## config.mk

```make
export PLATFORM = sky130hd
export DESIGN_NAME = dmem_arbiter
export DESIGN_NICKNAME = d
export VERILOG_FILES = /design/src/rtl/dmem_arbiter.sv
export SDC_FILE = /design/constraint.sdc
export NUM_CORES = 1
export LEC_CHECK = 0
export BUFFER_PORTS_ARGS = -buffer_cell sky130_fd_sc_hd__buf_2
export CAP_MARGIN = 20
export CORE_MARGIN = 5
export CORE_UTILIZATION = 30
export CTS_CLUSTER_DIAMETER = 40
export CTS_CLUSTER_SIZE = 25
export DETAILED_ROUTE_END_ITERATION = 16
export PLACE_DENSITY = 0.71
export RECOVER_POWER = 50
export SYNTH_ARGS = -nofsm -noshare
export SYNTH_HDL_FRONTEND = slang
export SYNTH_SLANG_ARGS = --single-unit
```

## constraint.sdc

```tcl
create_clock -name clk -period 3.3 [get_ports clk]
set_input_delay 0.33 -clock clk [delete_from_list [all_inputs] [get_ports clk]]
set_output_delay 0.33 -clock clk [all_outputs]
set_load 0.1 [all_outputs]
```

## src/rtl/dmem_arbiter.sv

```systemverilog
// Shares the single-port data memory between the CPU MEM stage and a debug/loader master.
// Define DMEM_ARB_STARVE_EN to add the DBG starvation counter and the forced-grant (FORCE) state.
module dmem_arbiter #(
    parameter int DBITS        = 32,
    parameter int DMEMADDRBITS = 16,
    parameter int DMEMWORDBITS = 2,
    parameter int STARVEMAX    = 4
) (
    input  logic                                 clk,
    input  logic                                 RESET_N,
    input  logic                                 cpu_req,
    input  logic                                 cpu_we,
    input  logic [DBITS-1:0]                     cpu_addr,
    input  logic [DBITS-1:0]                     cpu_wdata,
    output logic                                 cpu_stall,
    output logic [DBITS-1:0]                     cpu_rdata,
    output logic                                 cpu_rvalid,
    input  logic                                 dbg_req,
    input  logic                                 dbg_we,
    input  logic [DBITS-1:0]                     dbg_addr,
    input  logic [DBITS-1:0]                     dbg_wdata,
    output logic                                 dbg_gnt,
    output logic [DBITS-1:0]                     dbg_rdata,
    output logic                                 dbg_rvalid,
    output logic                                 mem_en,
    output logic                                 mem_we,
    output logic [DMEMADDRBITS-DMEMWORDBITS-1:0] mem_addr,
    output logic [DBITS-1:0]                     mem_wdata,
    input  logic [DBITS-1:0]                     mem_rdata
);

    logic cpu_io;
    logic cpu_mem;
    logic cpu_gnt;
    logic rd_pend_q;
    logic owner_q;          // 0 = CPU issued the pending read, 1 = DBG
    logic [DBITS-1:0] cpu_rdata_q;
    logic [DBITS-1:0] dbg_rdata_q;
    logic addr_unused;

    // The top 4 KiB page is memory-mapped I/O and never reaches the memory.
    assign cpu_io      = &cpu_addr[DBITS-1:12];
    assign cpu_mem     = cpu_req & ~cpu_io;
    assign addr_unused = ^{cpu_addr[DMEMWORDBITS-1:0], dbg_addr[DBITS-1:DMEMADDRBITS],
                           dbg_addr[DMEMWORDBITS-1:0]};

`ifdef DMEM_ARB_STARVE_EN
    localparam logic [0:0] ST_NORMAL  = 1'b0;
    localparam logic [0:0] ST_FORCE   = 1'b1;
    localparam logic [3:0] STARVE_LIM = 4'(STARVEMAX);

    logic [0:0] state_q, state_d;
    logic [3:0] starve_q, starve_d;

    always_comb begin
        cpu_gnt   = 1'b0;
        dbg_gnt   = 1'b0;
        cpu_stall = 1'b0;
        state_d   = ST_NORMAL;
        starve_d  = '0;
        if (state_q == ST_FORCE) begin
            dbg_gnt   = dbg_req;
            cpu_stall = cpu_mem;
        end else begin
            cpu_gnt = cpu_mem;
            dbg_gnt = dbg_req & ~cpu_mem;
        end
        if (dbg_req && !dbg_gnt) begin
            starve_d = (starve_q == STARVE_LIM) ? starve_q : starve_q + 4'd1;
        end
        // FORCE lasts exactly one cycle, so it never chains into another FORCE.
        if (state_q == ST_NORMAL && starve_d == STARVE_LIM) begin
            state_d = ST_FORCE;
        end
    end

    always_ff @(posedge clk) begin
        if (!RESET_N) begin
            state_q  <= ST_NORMAL;
            starve_q <= '0;
        end else begin
            state_q  <= state_d;
            starve_q <= starve_d;
        end
    end
`else
    logic [3:0] starve_unused;

    assign starve_unused = 4'(STARVEMAX);
    assign cpu_gnt       = cpu_mem;
    assign dbg_gnt       = dbg_req & ~cpu_mem;
    assign cpu_stall     = 1'b0;
`endif

    always_comb begin
        mem_en = cpu_gnt | dbg_gnt;
        if (dbg_gnt) begin
            mem_we    = dbg_we;
            mem_addr  = dbg_addr[DMEMADDRBITS-1:DMEMWORDBITS];
            mem_wdata = dbg_wdata;
        end else begin
            mem_we    = cpu_gnt & cpu_we;
            mem_addr  = cpu_addr[DMEMADDRBITS-1:DMEMWORDBITS];
            mem_wdata = cpu_wdata;
        end
    end

    assign cpu_rvalid = rd_pend_q & ~owner_q;
    assign dbg_rvalid = rd_pend_q & owner_q;
    // The memory word is on mem_rdata during the return cycle; the _q copies hold it afterwards.
    assign cpu_rdata  = cpu_rvalid ? mem_rdata : cpu_rdata_q;
    assign dbg_rdata  = dbg_rvalid ? mem_rdata : dbg_rdata_q;

    always_ff @(posedge clk) begin
        if (!RESET_N) begin
            rd_pend_q   <= 1'b0;
            owner_q     <= 1'b0;
            cpu_rdata_q <= '0;
            dbg_rdata_q <= '0;
        end else begin
            rd_pend_q <= mem_en & ~mem_we;
            if (mem_en && !mem_we) begin
                owner_q <= dbg_gnt;
            end
            if (cpu_rvalid) begin
                cpu_rdata_q <= mem_rdata;
            end
            if (dbg_rvalid) begin
                dbg_rdata_q <= mem_rdata;
            end
        end
    end

endmodule

```

# Word level (Yosys, flattened, before mapping)
# Cells that the tools add are included.
# Widths: inputs -> output; s select.
dict set report totals {
  output_inout_bits 116
  wordCells 23
  regBits 66
}
dict set report op_classes {
  muxes 5
  reduce_logical 3
  n_bitwise 11
}
# op n
set op_table {}
lappend op_table {{$mux 32} 3}
lappend op_table {{$reduce_and 20->1} 1}
lappend op_table {{$mux 14} 1}
lappend op_table {{$and 1x1->1} 6}
lappend op_table {{$not 1->1} 4}
lappend op_table {{$logic_and 1x1->1} 1}
lappend op_table {{$logic_not 1->1} 1}
lappend op_table {{$mux 1} 1}
lappend op_table {{$or 1x1->1} 1}

# Depth between registers and ports, before layout
dict set report logic_depth {
  word_depth 8
  mapped_depth 6
  depth_no_buf 4
}

# Least setup slack after synthesis
# No wires, ideal clock.
dict set report synth_path {
  kind {input to output}
  startpoint {input port cpu_addr[25]}
  endpoint {output port mem_we}
  path_stages 4
  t_arrival_ps 2344
  setup_slack_ps 626
  path_buffers 0
  required_time_ps 2970
  cell_sequence {nand4_1 nor3_2 a21boi_0 mux2i_1}
}
dict set report synth_between {
  elab_chain_len 6
}
# item line
set synth_rtl {}
lappend synth_rtl {{start: declaration} 13} ;# input logic [DBITS-1:0] cpu_addr,
lappend synth_rtl {{$reduce_and 20->1 (*)} 42} ;# assign cpu_io = &cpu_addr[DBITS-1:12];
lappend synth_rtl {{$not 1->1 (*)} 43} ;# assign cpu_mem = cpu_req & ~cpu_io;
lappend synth_rtl {{$and 1x1->1 (*)} 43}
lappend synth_rtl {{$not 1->1} 91} ;# assign dbg_gnt = dbg_req & ~cpu_mem;
lappend synth_rtl {{$and 1x1->1} 91}
lappend synth_rtl {{$mux 1 (*)} 97} ;# if (dbg_gnt) begin
lappend synth_rtl {{end: declaration} 26} ;# output logic mem_we,
# Every way passes the cells marked *; elsewhere a longest branch is shown, timed or not.

# Worst setup path in the final report
dict set report layout_path {
  startpoint {register rd_pend_q}
  endpoint {output port cpu_rdata[8]}
}
dict set report layout_between {
  elab_chain_len 2
}
# item line
set layout_rtl {}
lappend layout_rtl {{start: declaration} 35} ;# logic rd_pend_q;
lappend layout_rtl {{start signal: assignment} 121} ;# rd_pend_q <= mem_en & ~mem_we;
lappend layout_rtl {{$and 1x1->1} 108} ;# assign cpu_rvalid = rd_pend_q & ~owner_q;
lappend layout_rtl {{$mux 32} -}
lappend layout_rtl {{end: declaration} 16} ;# output logic [DBITS-1:0] cpu_rdata,
# No other way between the ends.

==> out/metrics.yaml <==
worst_setup_path:
  path_buf_inv: 1
  reg2reg_from: "rd_pend_q"
  slowest_stage: "clkbuf_1"
  cpPeakStageDelay_ns: 0.86
  cp_data_arrival_time_ns: 2.57
  rrSetupSlack_ns: 1.09
  critPathRequiredTime_ns: 2.97
  cpLargestDelayFamily: "buffers and inverters"
  rr_worst_depth: 4
  crit_type: "flip-flop to primary output"
  r2r-end: "cpu_rdata_q[17]"
  critical_path.cell_chain: "nor2b_1, mux2_2, clkbuf_1"
  setup.worst_path.start_class: "flip-flop"
  crit_fanout: 10
  setup.worst_path.end_class: "primary output"
sta:
  finalSetupViolations: 0
  worstMarginPinSlew_ns: 1.293
  setup_slack_ns: 0.3982
  tns_ns: 0
  fmax_ghz: 0.3446
  maxSlewViolCount: 0
  min_period_over_period: 0.8793
  finalClockSkew_ns: 0.009009
  hold_viol: 0
  relSlewSlack: 0.1419
  rsz0062_at_grt: "false"
  whs_ns: 0.3244
  fin_crit_ns: 2.902
placed_design:
  port_buffers: 260
  dpl.cell_count: 664
  post-place-ws_ns: 0.6524
  gp_congestion: 0.9058
  dpl.hpwl_um: 10020
finish:
  layout.cells.non_filler: 680
  layout-drive-gt1-share: 0.6489
  nNetsFinal: 705
  post-route-util: 0.4635
  diodes: 0
  syn2layout_area_growth_pct: 49.40
logic_synthesis:
  synth_area_um2: 3232
  ys_warn_count: 0
  yosys.cell_types.count: 23
  syn_avg_cell_area_um2: 11.34
  synth_seq_cells: 66
  synthMuxAreaShare: 0.3945
  synthXorXnorAreaFrac: 0
  ys_seq_area_frac: 0.4088
  synth-compound-area-share: 0.01045
  synth_top_family_by_area: "multiplexers"
  synth_fa_ha_area_frac: 0
  synthSimpleGateAreaFrac: 0.1502
  syn_inst: 285
  synth.net_count: 451
detailed_routing:
  drt_iter0_markers: 99
  drc_errors: 0
  num_vias: 3029
  via_per_inst: 4.454
  final_antenna_net_count: 0
  routedWlPerCell_um: 17.57
  drt_pass1_iterations: 4
  finalWirelength_um: 11950
floorplanning:
  initial_core_util: 0.3103
  fp-row-count: 37
  ios: 282
  fp.dieH_um: 113.8
  fp.dieW_um: 113.8
  die-area_um2: 12950
  coreArea_um2: 10420
clocking:
  postCtsHoldBufs: 0
  numCtsBuffers: 9
  cts_tree: "built"
  cts_resized: 0
  cts_root_buf: "clkbuf_8"
  clk_pin_slew_ns: 0.07
  clk_latency_ns: 0.33
  cts.htree.levels: 3
  clockBufferDepth: 2
  post_cts_buffers: 0
  cts.sinks: 66
run:
  drv_cap: 0
global_routing:
  grt-ovfl-total: 0
  grt_max_degree: 68
  grt_use_total: 0.1767
  grt_pass1_wl_um: 17720
  antenna_found_initial: 1
  grt_pass1_vias: 3312
worst_hold_path:
  hp-class: "input port to flip-flop"
  min_from: "dbg_we"
  min_to: "rd_pend_q"
  hold_depth: 3
status:
  status: "completed"
power_and_ir_drop:
  p_leak_nw: 2.506
  p_per_area_nw_per_um2: 515.9
  ir_drop_mv: 0.2431
-- flip-flops by register name, summed over array words and instances (netlist names) --
signal       flops
cpu_rdata_q     32
dbg_rdata_q     32
rd_pend_q        1
owner_q          1
-- logic make-up after synthesis --
group                  after synthesis
other                                1
buffers and inverters               23
multiplexers                       111
AND/OR/NAND/NOR                     79
flip-flops                          66
AO/OA/AOI/OAI                        5
-- routing by layer --
layer	up-vias	GRT usage	wire, µm
met5	-	0	13
met4	2	0.07680	429
met3	21	0.04828	899
met2	134	0.3357	6325
met1	1390	0.1793	4279
li1	1482	-	-
-- area by class of cell --
type	instances	area, µm²
Fill cell	1036	5588
Multi-Input combinational cell	196	1813
Sequential cell	66	1321
Timing Repair Buffer	263	1308
Tap cell	136	170.2
Clock buffer	11	141.4
Clock inverter	5	63.81
Inverter	3	11.26
-- power breakdown --
group          switching [mW]  internal [mW]
clock                   0.310          0.374
combinational           0.776          0.207
sequential            0.00542          0.819
total                    1.09           1.40
-- placed cells by master, fill, tap and decap left out --
cell,instances
buf_2,237
mux2_2,88
dfxtp_1,66
and2_1,51
clkbuf_1,24
mux2_1,15
and2_0,13
clkbuf_8,10
mux2_4,7
nand4_1,5
nand2_1,4
inv_1,3
clkinv_4,3
nor2b_1,2
buf_4,2
nor2_1,1
nor3_2,1
a31oi_4,1
a21boi_0,1
mux2i_1,1
or2_2,1
a21oi_1,1
nand2b_1,1
o2bb2ai_1,1
o22ai_1,1
conb_1,1
clkinvlp_4,1
bufinv_16,1
buf_12,1
-- synthesized netlist by cell type --
master     number  area (µm²)
nand2_1         4       15.01
o22ai_1         1       6.260
buf_4           2       15.01
a21boi_0        1       7.510
conb_1          1       3.750
or2_2           1       6.260
clkbuf_1        8       30.03
dfxtp_1        66        1321
inv_1           3       11.26
mux2_4          7       105.1
o2bb2ai_1       1       8.760
nand2b_1        1       6.260
and2_1         64       400.4
a31oi_1         1       6.260
a21oi_1         1       5.000
buf_2           9       45.04
buf_6           1       11.26
nand4_1         5       31.28
mux2i_1         1       10.01
nor3_2          1       10.01
mux2_2        103        1160
nor2b_1         2       12.51
nor2_1          1       3.750
-- worst max path at each step --
| stage | depth (start not counted) | startpoint | end |
|---|---|---|---|
| 2_1_floorplan | 4 | cpu_addr[25] | mem_we |
| 3_3_place_gp | 7 | cpu_addr[22] | mem_wdata[14] |
| 3_5_place_dp | 7 | cpu_addr[22] | mem_wdata[14] |
| 4_1_cts | 7 | cpu_addr[22] | mem_wdata[14] |
| 5_1_grt | 4 | rd_pend_q | cpu_rdata[23] |
| 6_report | 3 | rd_pend_q | cpu_rdata[8] |
-- metrics by stage --
step | power, mW | area [µm²]
floorplan | 1.638 | 3232
CTS | 2.537 | 4865
global route | 2.586 | 4828
finish | 2.491 | 4828
global placement | 1.831 | 4659
detailed placement | 1.839 | 4659
-- worst reg2reg max path, delay by kind of cell (launching register included) --
family / cells / cell delay, ns
simple gates: 2 / 0.89
flops: 1 / 0.33
buf+inv: 1 / 0.46
mux: 1 / 0.41
(Power assumes the default switching activity.)
